==> src/rtl/ex_mem_reg.sv <==
// ============================================================================
// ex_mem_reg
// ----------------------------------------------------------------------------
// EX/MEM pipeline register of the 5-stage MIPS core.
//
// The register captures the EX-stage results and control each cycle and
// presents them to the MEM stage, the MEM-stage forwarding unit and the
// hazard logic. It also formats stores for the data memory:
//   - o_mem_byte_en : little-endian byte enables (0000 unless a store)
//   - o_mem_wdata   : store data replicated across the byte lanes
// Store data is replaced by the MEM/WB load value whenever the MEM-stage
// forwarding unit requests it (i_MEM_forward). That override only affects
// o_mem_wdata and never touches the registered state.
//
// Update priority on every rising edge: reset > flush > stall > load.
//
// Optional build macro:
//   MEM_MISALIGN_TRAP_EN - when defined, misaligned memory accesses are
//                          flagged on o_EX_MEM_misalign and captured with
//                          mem_read/mem_write/reg_write cleared. When not
//                          defined, o_EX_MEM_misalign is tied low and the
//                          low address bits are ignored where they do not
//                          select a lane.
//
// Ports
//   clk                      in   core clock, rising edge
//   reset                    in   synchronous, active-high
//   i_stall                  in   hold current contents
//   i_flush                  in   load a bubble
//   i_EX_valid               in   EX holds a real instruction
//   i_EX_alu_result   [31:0] in   ALU result / memory address
//   i_EX_store_data   [31:0] in   Rt value after EX forwarding
//   i_EX_Rt            [4:0] in   Rt index
//   i_EX_write_reg     [4:0] in   destination register
//   i_EX_mem_read/_mem_write/_reg_write/_mem_to_reg  in  control
//   i_EX_mem_size      [1:0] in   00 byte, 01 half, 1x word
//   i_EX_load_unsigned       in   zero-extend load
//   i_MEM_forward            in   use i_MEM_WB_rdata as store data
//   i_MEM_WB_rdata    [31:0] in   load data held in MEM/WB
//   o_EX_MEM_*               out  registered copies of the EX fields
//   o_EX_MEM_misalign        out  registered misalignment flag
//   o_mem_wdata       [31:0] out  lane-replicated store data (comb.)
//   o_mem_byte_en      [3:0] out  byte enables (comb.)
// ============================================================================
module ex_mem_reg (
    input  logic        clk,
    input  logic        reset,
    input  logic        i_stall,
    input  logic        i_flush,
    input  logic        i_EX_valid,
    input  logic [31:0] i_EX_alu_result,
    input  logic [31:0] i_EX_store_data,
    input  logic [4:0]  i_EX_Rt,
    input  logic [4:0]  i_EX_write_reg,
    input  logic        i_EX_mem_read,
    input  logic        i_EX_mem_write,
    input  logic        i_EX_reg_write,
    input  logic        i_EX_mem_to_reg,
    input  logic [1:0]  i_EX_mem_size,
    input  logic        i_EX_load_unsigned,
    input  logic        i_MEM_forward,
    input  logic [31:0] i_MEM_WB_rdata,
    output logic        o_EX_MEM_valid,
    output logic [31:0] o_EX_MEM_alu_result,
    output logic [4:0]  o_EX_MEM_Rt,
    output logic [4:0]  o_EX_MEM_write_reg,
    output logic        o_EX_MEM_mem_read,
    output logic        o_EX_MEM_mem_write,
    output logic        o_EX_MEM_reg_write,
    output logic        o_EX_MEM_mem_to_reg,
    output logic [1:0]  o_EX_MEM_mem_size,
    output logic        o_EX_MEM_load_unsigned,
    output logic        o_EX_MEM_misalign,
    output logic [31:0] o_mem_wdata,
    output logic [3:0]  o_mem_byte_en
);

    localparam logic [1:0] SIZE_BYTE = 2'b00;
    localparam logic [1:0] SIZE_HALF = 2'b01;

    // Store data travels with the instruction but is only visible through
    // the formatted o_mem_wdata bus.
    logic [31:0] store_data_reg;

    // ------------------------------------------------------------------------
    // Capture-side misalignment handling
    // ------------------------------------------------------------------------
    logic misalign_next;   // flag value to be captured
    logic kill_mem_next;   // clear mem_read/mem_write/reg_write at capture

`ifdef MEM_MISALIGN_TRAP_EN
    logic addr_misaligned;

    always_comb begin
        addr_misaligned = 1'b0;
        unique case (i_EX_mem_size)
            SIZE_BYTE: addr_misaligned = 1'b0;
            SIZE_HALF: addr_misaligned = i_EX_alu_result[0];
            default:   addr_misaligned = |i_EX_alu_result[1:0];
        endcase
    end

    // Only a real memory access can be misaligned; ALU instructions carry
    // arbitrary alu_result / mem_size values that must not raise a trap.
    assign misalign_next = addr_misaligned & i_EX_valid
                         & (i_EX_mem_read | i_EX_mem_write);
    assign kill_mem_next = misalign_next;
`else
    assign misalign_next = 1'b0;
    assign kill_mem_next = 1'b0;
`endif

    // ------------------------------------------------------------------------
    // Pipeline register
    // ------------------------------------------------------------------------
    always_ff @(posedge clk) begin
        if (reset || i_flush) begin
            o_EX_MEM_valid         <= 1'b0;
            o_EX_MEM_alu_result    <= 32'd0;
            store_data_reg         <= 32'd0;
            o_EX_MEM_Rt            <= 5'd0;
            o_EX_MEM_write_reg     <= 5'd0;
            o_EX_MEM_mem_read      <= 1'b0;
            o_EX_MEM_mem_write     <= 1'b0;
            o_EX_MEM_reg_write     <= 1'b0;
            o_EX_MEM_mem_to_reg    <= 1'b0;
            o_EX_MEM_mem_size      <= 2'b00;
            o_EX_MEM_load_unsigned <= 1'b0;
            o_EX_MEM_misalign      <= 1'b0;
        end else if (!i_stall) begin
            o_EX_MEM_valid         <= i_EX_valid;
            o_EX_MEM_alu_result    <= i_EX_alu_result;
            store_data_reg         <= i_EX_store_data;
            o_EX_MEM_Rt            <= i_EX_Rt;
            o_EX_MEM_write_reg     <= i_EX_write_reg;
            // An invalid EX slot lands as a bubble.
            o_EX_MEM_mem_read      <= i_EX_mem_read  & i_EX_valid & ~kill_mem_next;
            o_EX_MEM_mem_write     <= i_EX_mem_write & i_EX_valid & ~kill_mem_next;
            o_EX_MEM_reg_write     <= i_EX_reg_write & i_EX_valid & ~kill_mem_next;
            o_EX_MEM_mem_to_reg    <= i_EX_mem_to_reg & i_EX_valid;
            o_EX_MEM_mem_size      <= i_EX_mem_size;
            o_EX_MEM_load_unsigned <= i_EX_load_unsigned;
            o_EX_MEM_misalign      <= misalign_next;
        end
    end

    // ------------------------------------------------------------------------
    // Store formatting (combinational from registered state)
    // ------------------------------------------------------------------------
    logic [31:0] mem_data;

    // Late forwarding of a load result into a store in the following slot.
    assign mem_data = i_MEM_forward ? i_MEM_WB_rdata : store_data_reg;

    // Each byte lane picks the byte it would carry for each access size:
    // byte stores put D[7:0] on every lane, half stores alternate the two
    // low bytes, word stores pass D straight through.
    generate
        for (genvar gi = 0; gi < 4; gi++) begin : g_lane
            always_comb begin
                o_mem_wdata[gi*8 +: 8] = mem_data[gi*8 +: 8];
                unique case (o_EX_MEM_mem_size)
                    SIZE_BYTE: o_mem_wdata[gi*8 +: 8] = mem_data[7:0];
                    SIZE_HALF: o_mem_wdata[gi*8 +: 8] = mem_data[(gi % 2)*8 +: 8];
                    default:   o_mem_wdata[gi*8 +: 8] = mem_data[gi*8 +: 8];
                endcase
            end
        end
    endgenerate

    always_comb begin
        o_mem_byte_en = 4'b0000;
        if (o_EX_MEM_mem_write) begin
            unique case (o_EX_MEM_mem_size)
                SIZE_BYTE: o_mem_byte_en = 4'b0001 << o_EX_MEM_alu_result[1:0];
                SIZE_HALF: o_mem_byte_en = o_EX_MEM_alu_result[1] ? 4'b1100 : 4'b0011;
                default:   o_mem_byte_en = 4'b1111;
            endcase
        end
    end

endmodule

==> config.mk <==
export PLATFORM = sky130hd
export DESIGN_NAME = ex_mem_reg
export DESIGN_NICKNAME = d
export VERILOG_FILES = /design/src/rtl/ex_mem_reg.sv
export SDC_FILE = /design/constraint.sdc
export NUM_CORES = 1
export LEC_CHECK = 0
export CORE_MARGIN = 2
export CORE_UTILIZATION = 35
export DETAILED_ROUTE_END_ITERATION = 8
export HOLD_SLACK_MARGIN = 0.15
export PLACE_DENSITY_LB_ADDON = 0.3
export SLEW_MARGIN = 20
export SYNTH_ARGS = -nofsm -noshare
export SYNTH_HDL_FRONTEND = slang
export SYNTH_SLANG_ARGS = --single-unit
export TNS_END_PERCENT = 50
==> constraint.sdc <==
create_clock -name clk -period 3.7 [get_ports clk]
set_clock_uncertainty 0.1 [all_clocks]
set_input_delay 0.74 -clock clk [delete_from_list [all_inputs] [get_ports clk]]
set_output_delay 0.74 -clock clk [all_outputs]
set_load 0.01 [all_outputs]
==> flow_summary.yaml, run 1 <==
synth:
  synthCells: 363
  yosys.cell_types.count: 22
  ys_seq_area_frac: 0.457
  synth_seq_cells: 82
  yosysTopAreaCell: "dfxtp_1"
  synth_top_area_frac: 0.457
  avgSynthCellArea_um2: 9.89
  netlist_area_um2: 3590
  synth_area_leaders: "dfxtp_1 (46%), mux2i_1 (28%), nor2_1 (11%), a21oi_1 (2.6%), mux2_2 (2.5%)"
  synth_nets: 482
  ys_warn_count: 0
power:
  vdd.ir_drop.worst_uv: 216
  p_per_area_nw_per_um2: 331
  p_leak_nw: 2.42
clocking:
  numCtsBuffers: 9
  clock_sinks: 82
  cts_root_buf: "clkbuf_8"
  cts_tree: "yes"
  ctsHoldBuffers: 0
  cts_setup_buffers: 0
  cts_resized: 0
  cts_max_path_buffers: 2
  htreeDepth: 3
  path_clk_slew_ns: 0.07
  insertion_delay_ns: 0.35
detailed_routing:
  routed-via-count: 3349
  ant_nets: 0
  drt_iter0_markers: 111
  avgRoutedWirePerCell_um: 16.3
  vias_per_cell: 4.83
  drc: 0
  firstDrtPassIters: 4
  totalWireLength_um: 11300
finish:
  antennaDiodeCount: 0
  area_growth_pct: 62.7
  nets: 674
  final_cells: 693
  most-common-layout-cells: "clkdlybuf4s50_1 (202), mux2i_1 (101), nor2_1 (101)"
  drive_above_1_share: 0.0607
  final_common_cell: "clkdlybuf4s50_1"
  final_area_um2: 5840
placed_design:
  place_congestion: 0.880
  hpwl_um: 8660
  placed_cell_area_um2: 5680
  port_buffers: 204
  dpl.cell_count: 677
floorplanning:
  dieWidth_um: 105
  ios: 206
  core_um2: 9860
  start_util: 0.364
  die_y_um: 105
  rows: 36
  die_area_um2: 11100
outcome:
  status: "complete, no violations"
setup_path:
  worstSetupPathType: "primary input to primary output"
  start_kind: "primary input"
  cp_cell_sequence: "buf_2, buf_4, mux2_2, nor2_1, a21oi_1, clkdlybuf4s50_1"
  critPathArrivalTime_ns: 2.43
  cp-end-kind: "primary output"
  cp_slowest_cell: "clkdlybuf4s50_1"
  cp.required_ns: 2.86
  cp_max_fo: 13
  slowest_delay_ns: 0.52
grt:
  grt_pass1_vias: 3468
  antenna_found_initial: 0
  gr-total-overflow: 0
  grt_max_degree: 47
  grt_pass1_wl_um: 17500
  grt_usage: 0.202
timing:
  slew-limit-headroom: 0.448
  holdWs_ns: 0.400
  setup_viol: 0
  fin_tns_setup_ns: 0
  finalMaxSlewViolations: 0
  max_clock_freq_mhz: 306
  grt_setup_unrepaired: "no"
  period_minus_slack_ns: 3.27
  finalCritPeriodShare: 0.883
  hold_viol: 0
  worst_pin_slew_ns: 0.827
job:
  cap_violations: 0
hold_path:
  hold_path_class: "register to register"
## logic make-up (layout without fill, tap and decap cells)
group,count (synthesis),in the layout,share of synthesized area
compound gates,33,33,0.0655
mux,109,109,0.307
other cells,1,1,0.00104
simple gates,108,108,0.118
flops,82,82,0.457
buf+inv,30,227,0.0519
## power breakdown
| part | total (mW) | leakage [nW] | internal, mW | switching [mW] |
|---|---|---|---|---|
| logic | 0.444 | 1.67 | 0.269 | 0.175 |
| registers | 0.928 | 0.668 | 0.911 | 0.0171 |
| clock network | 0.565 | 0.0872 | 0.260 | 0.305 |
## layer usage
metal  track usage  routed length [um]  part of all wire  vias to the layer above
met5             0                   0                 0                        -
met3        0.0668                1060             0.094                       22
li1              -                   -                 -                     1630
met2         0.338                5360              0.48                      152
met1         0.230                4540              0.40                     1545
met4        0.0971                 309             0.027                        0
## cell usage after synthesis, drive strengths merged
| library cell | count |
|---|---|
| a21oi | 19 |
| or2 | 2 |
| nand2b | 1 |
| a221oi | 8 |
| a22oi | 4 |
| mux2i | 101 |
| nor2b | 4 |
| mux2 | 8 |
| inv | 1 |
| conb | 1 |
| nor2 | 101 |
| o21a | 2 |
| clkbuf | 6 |
| dfxtp | 82 |
| buf | 23 |
## path summary, 6_finish.rpt
kind	start	to	slack [ns]	depth (start not counted)
max	i_MEM_forward	o_mem_wdata[15]	0.43	6
min	store_data_reg[24]$_SDFFE_PP0N_	store_data_reg[24]$_SDFFE_PP0N_	0.40	2
max reg2reg	o_EX_MEM_mem_write$_SDFFE_PP0N_	o_EX_MEM_mem_write$_SDFFE_PP0N_	2.86	2
min reg2reg	store_data_reg[24]$_SDFFE_PP0N_	store_data_reg[24]$_SDFFE_PP0N_	0.40	2
## layout make-up
type                            instances  area (um^2)
Fill cell                             856         4020
Timing Repair Buffer                  210         2100
Multi-Input combinational cell        251         1760
Sequential cell                        82         1640
Tap cell                              133          166
Clock buffer                           13          149
Clock inverter                          3         15.0
Inverter                                1         3.75
## worst max-delay path, delay by kind of cell
kind	cells	cell delay (ns)
AND/OR/NAND/NOR	1	0.13
multiplexers	1	0.37
buffers and inverters	3	1.08
AO/OA/AOI/OAI	1	0.09
## stage by stage
step	util	total power, mW	setup slack, ns
CTS	0.592	1.96	0.440
detailed placement	0.576	1.39	0.452
finish	0.592	1.94	0.433
global placement	0.576	1.39	0.467
floorplan	-	1.14	1.20
global route	0.592	2.03	0.332
Note: power is estimated with default switching activity, not from simulation.
==> run 2: changes to the inputs <==
--- a/config.mk
+++ b/config.mk
@@ -10,6 +10,7 @@
 export DETAILED_ROUTE_END_ITERATION = 8
 export HOLD_SLACK_MARGIN = 0.15
 export PLACE_DENSITY_LB_ADDON = 0.3
+export RECOVER_POWER = 50
 export SLEW_MARGIN = 20
 export SYNTH_ARGS = -nofsm -noshare
 export SYNTH_HDL_FRONTEND = slang
==> run 2 against run 1 <==
Compared with the run above: the run now ends with max-capacitance violations, max-slew violations left; sequential share of layout area is essentially flat; utilization down 0.076 points; fmax down 0.10%; sequential cell count unchanged; critical endpoint unchanged; largest cell class unchanged.
==> flow_summary.yaml, run 2 (synthesis results as in run 1) <==
outcome:
  status: "complete, but fails checks"
  violations: "max-capacitance violations, max-slew violations"
clocking:
  cts_max_path_buffers: 2
  clock_sinks: 82
  path_clk_slew_ns: 0.07
  htreeDepth: 3
  cts_resized: 0
  ctsHoldBuffers: 0
  cts_tree: "yes"
  numCtsBuffers: 9
  insertion_delay_ns: 0.35
  cts_setup_buffers: 0
  cts_root_buf: "clkbuf_8"
power:
  clockPowerShare: 0.292
  swShare: 0.257
  p_int_mw: 1.44
  p_per_area_nw_per_um2: 332
  vdd.ir_drop.worst_uv: 216
  p_switching_mw: 0.497
  p_total_mw: 1.94
  p_seq_frac: 0.479
  power_frac_comb: 0.229
  p_leak_nw: 2.42
placed_design:
  pre_cts_slack_ns: 0.452
  port_buffers: 204
  hpwl_um: 8660
  placed_cell_area_um2: 5680
  place_congestion: 0.880
  dpl.cell_count: 677
finish:
  nets: 674
  most-common-layout-cells: "clkdlybuf4s50_1 (199), mux2i_1 (101), nor2_1 (101)"
  drive_above_1_share: 0.0571
  final_area_um2: 5840
  antennaDiodeCount: 0
  area_growth_pct: 62.5
  final_cells: 693
  final_common_cell: "clkdlybuf4s50_1"
  fin_util: 0.592
timing:
  finalMaxSlewViolations: 84
  fin_tns_setup_ns: 0
  setup_viol: 0
  period_minus_slack_ns: 3.27
  slew-limit-headroom: -0.233
  worst_pin_slew_ns: 1.85
  grt_setup_unrepaired: "no"
  max_clock_freq_mhz: 306
  setup_slack_ns: 0.430
  finalCritPeriodShare: 0.884
  hold_viol: 0
  holdWs_ns: 0.400
setup_path:
  cp_max_fo: 13
  rr_worst_depth: 2
  worstSetupPathType: "primary input to primary output"
  start_kind: "primary input"
  critPathArrivalTime_ns: 2.43
  reg2reg_from: "o_EX_MEM_mem_write$_SDFFE_PP0N_"
  cp.required_ns: 2.86
  setup.worst_path.start: "i_MEM_forward"
  cp-end-kind: "primary output"
floorplanning:
  rows: 36
  core_um2: 9860
  die_y_um: 105
  ios: 206
  dieWidth_um: 105
  start_util: 0.364
  die_area_um2: 11100
detailed_routing:
  routed-via-count: 3351
  firstDrtPassIters: 4
  drt_iter0_markers: 121
  drc: 0
  avgRoutedWirePerCell_um: 16.3
  vias_per_cell: 4.84
  totalWireLength_um: 11300
  ant_nets: 0
grt:
  antenna_found_initial: 0
  grt_max_degree: 47
  grt_usage: 0.202
  gr-total-overflow: 0
  grt_pass1_wl_um: 17500
  grt_pass1_vias: 3468
hold_path:
  hold_path_class: "register to register"
  hold_depth: 2
  hp-start: "store_data_reg[24]$_SDFFE_PP0N_"
job:
  cap_violations: 2
-- run 2: power by group through the flow --
stage | logic [mW] | clock network, mW | registers (mW)
after floorplan | 0.186 | 0 | 0.952
after global placement | 0.439 | 0 | 0.947
after detailed placement | 0.445 | 0 | 0.949
after CTS | 0.447 | 0.587 | 0.928
after global routing | 0.474 | 0.620 | 0.931
final | 0.443 | 0.565 | 0.928
-- run 2: critical path, cell delays in order --
cell and delay (ns):
buf_2 0.32, buf_4 0.26, mux2_2 0.37, nor2_1 0.13, a21oi_1 0.09, clkdlybuf4s50_1 0.52
-- run 2: path summary, 6_finish.rpt --
path / end / slack, ns
max: o_mem_wdata[15] / 0.43
min: store_data_reg[24]$_SDFFE_PP0N_ / 0.40
max reg2reg: o_EX_MEM_mem_write$_SDFFE_PP0N_ / 2.81
min reg2reg: store_data_reg[24]$_SDFFE_PP0N_ / 0.40
-- run 2: layout make-up --
cell class	instances	area (um^2)
clock buffers	13	149
inverters	1	3.75
repair buffers	210	2100
clock inverters	3	15.0
well taps	133	166
multi-input cells	251	1760
flip-flops and latches	82	1640
fillers	855	4030
-- run 2: layer usage --
metal | vias to the layer above | GRT usage | share of wire | wire length [um]
met5 | - | 0 | 0 | 0
met4 | 0 | 0.0971 | 0.027 | 308
met3 | 22 | 0.0668 | 0.10 | 1120
met2 | 152 | 0.338 | 0.48 | 5410
met1 | 1541 | 0.230 | 0.39 | 4420
li1 | 1636 | - | - | -
==> run 3: changes to the inputs <==
--- a/config.mk
+++ b/config.mk
@@ -11,6 +11,7 @@
 export HOLD_SLACK_MARGIN = 0.15
 export PLACE_DENSITY_LB_ADDON = 0.3
 export RECOVER_POWER = 50
+export SETUP_SLACK_MARGIN = 0.02
 export SLEW_MARGIN = 20
 export SYNTH_ARGS = -nofsm -noshare
 export SYNTH_HDL_FRONTEND = slang
==> results of run 3 <==
Final layout, timing and power as in run 2 (identical DEF).
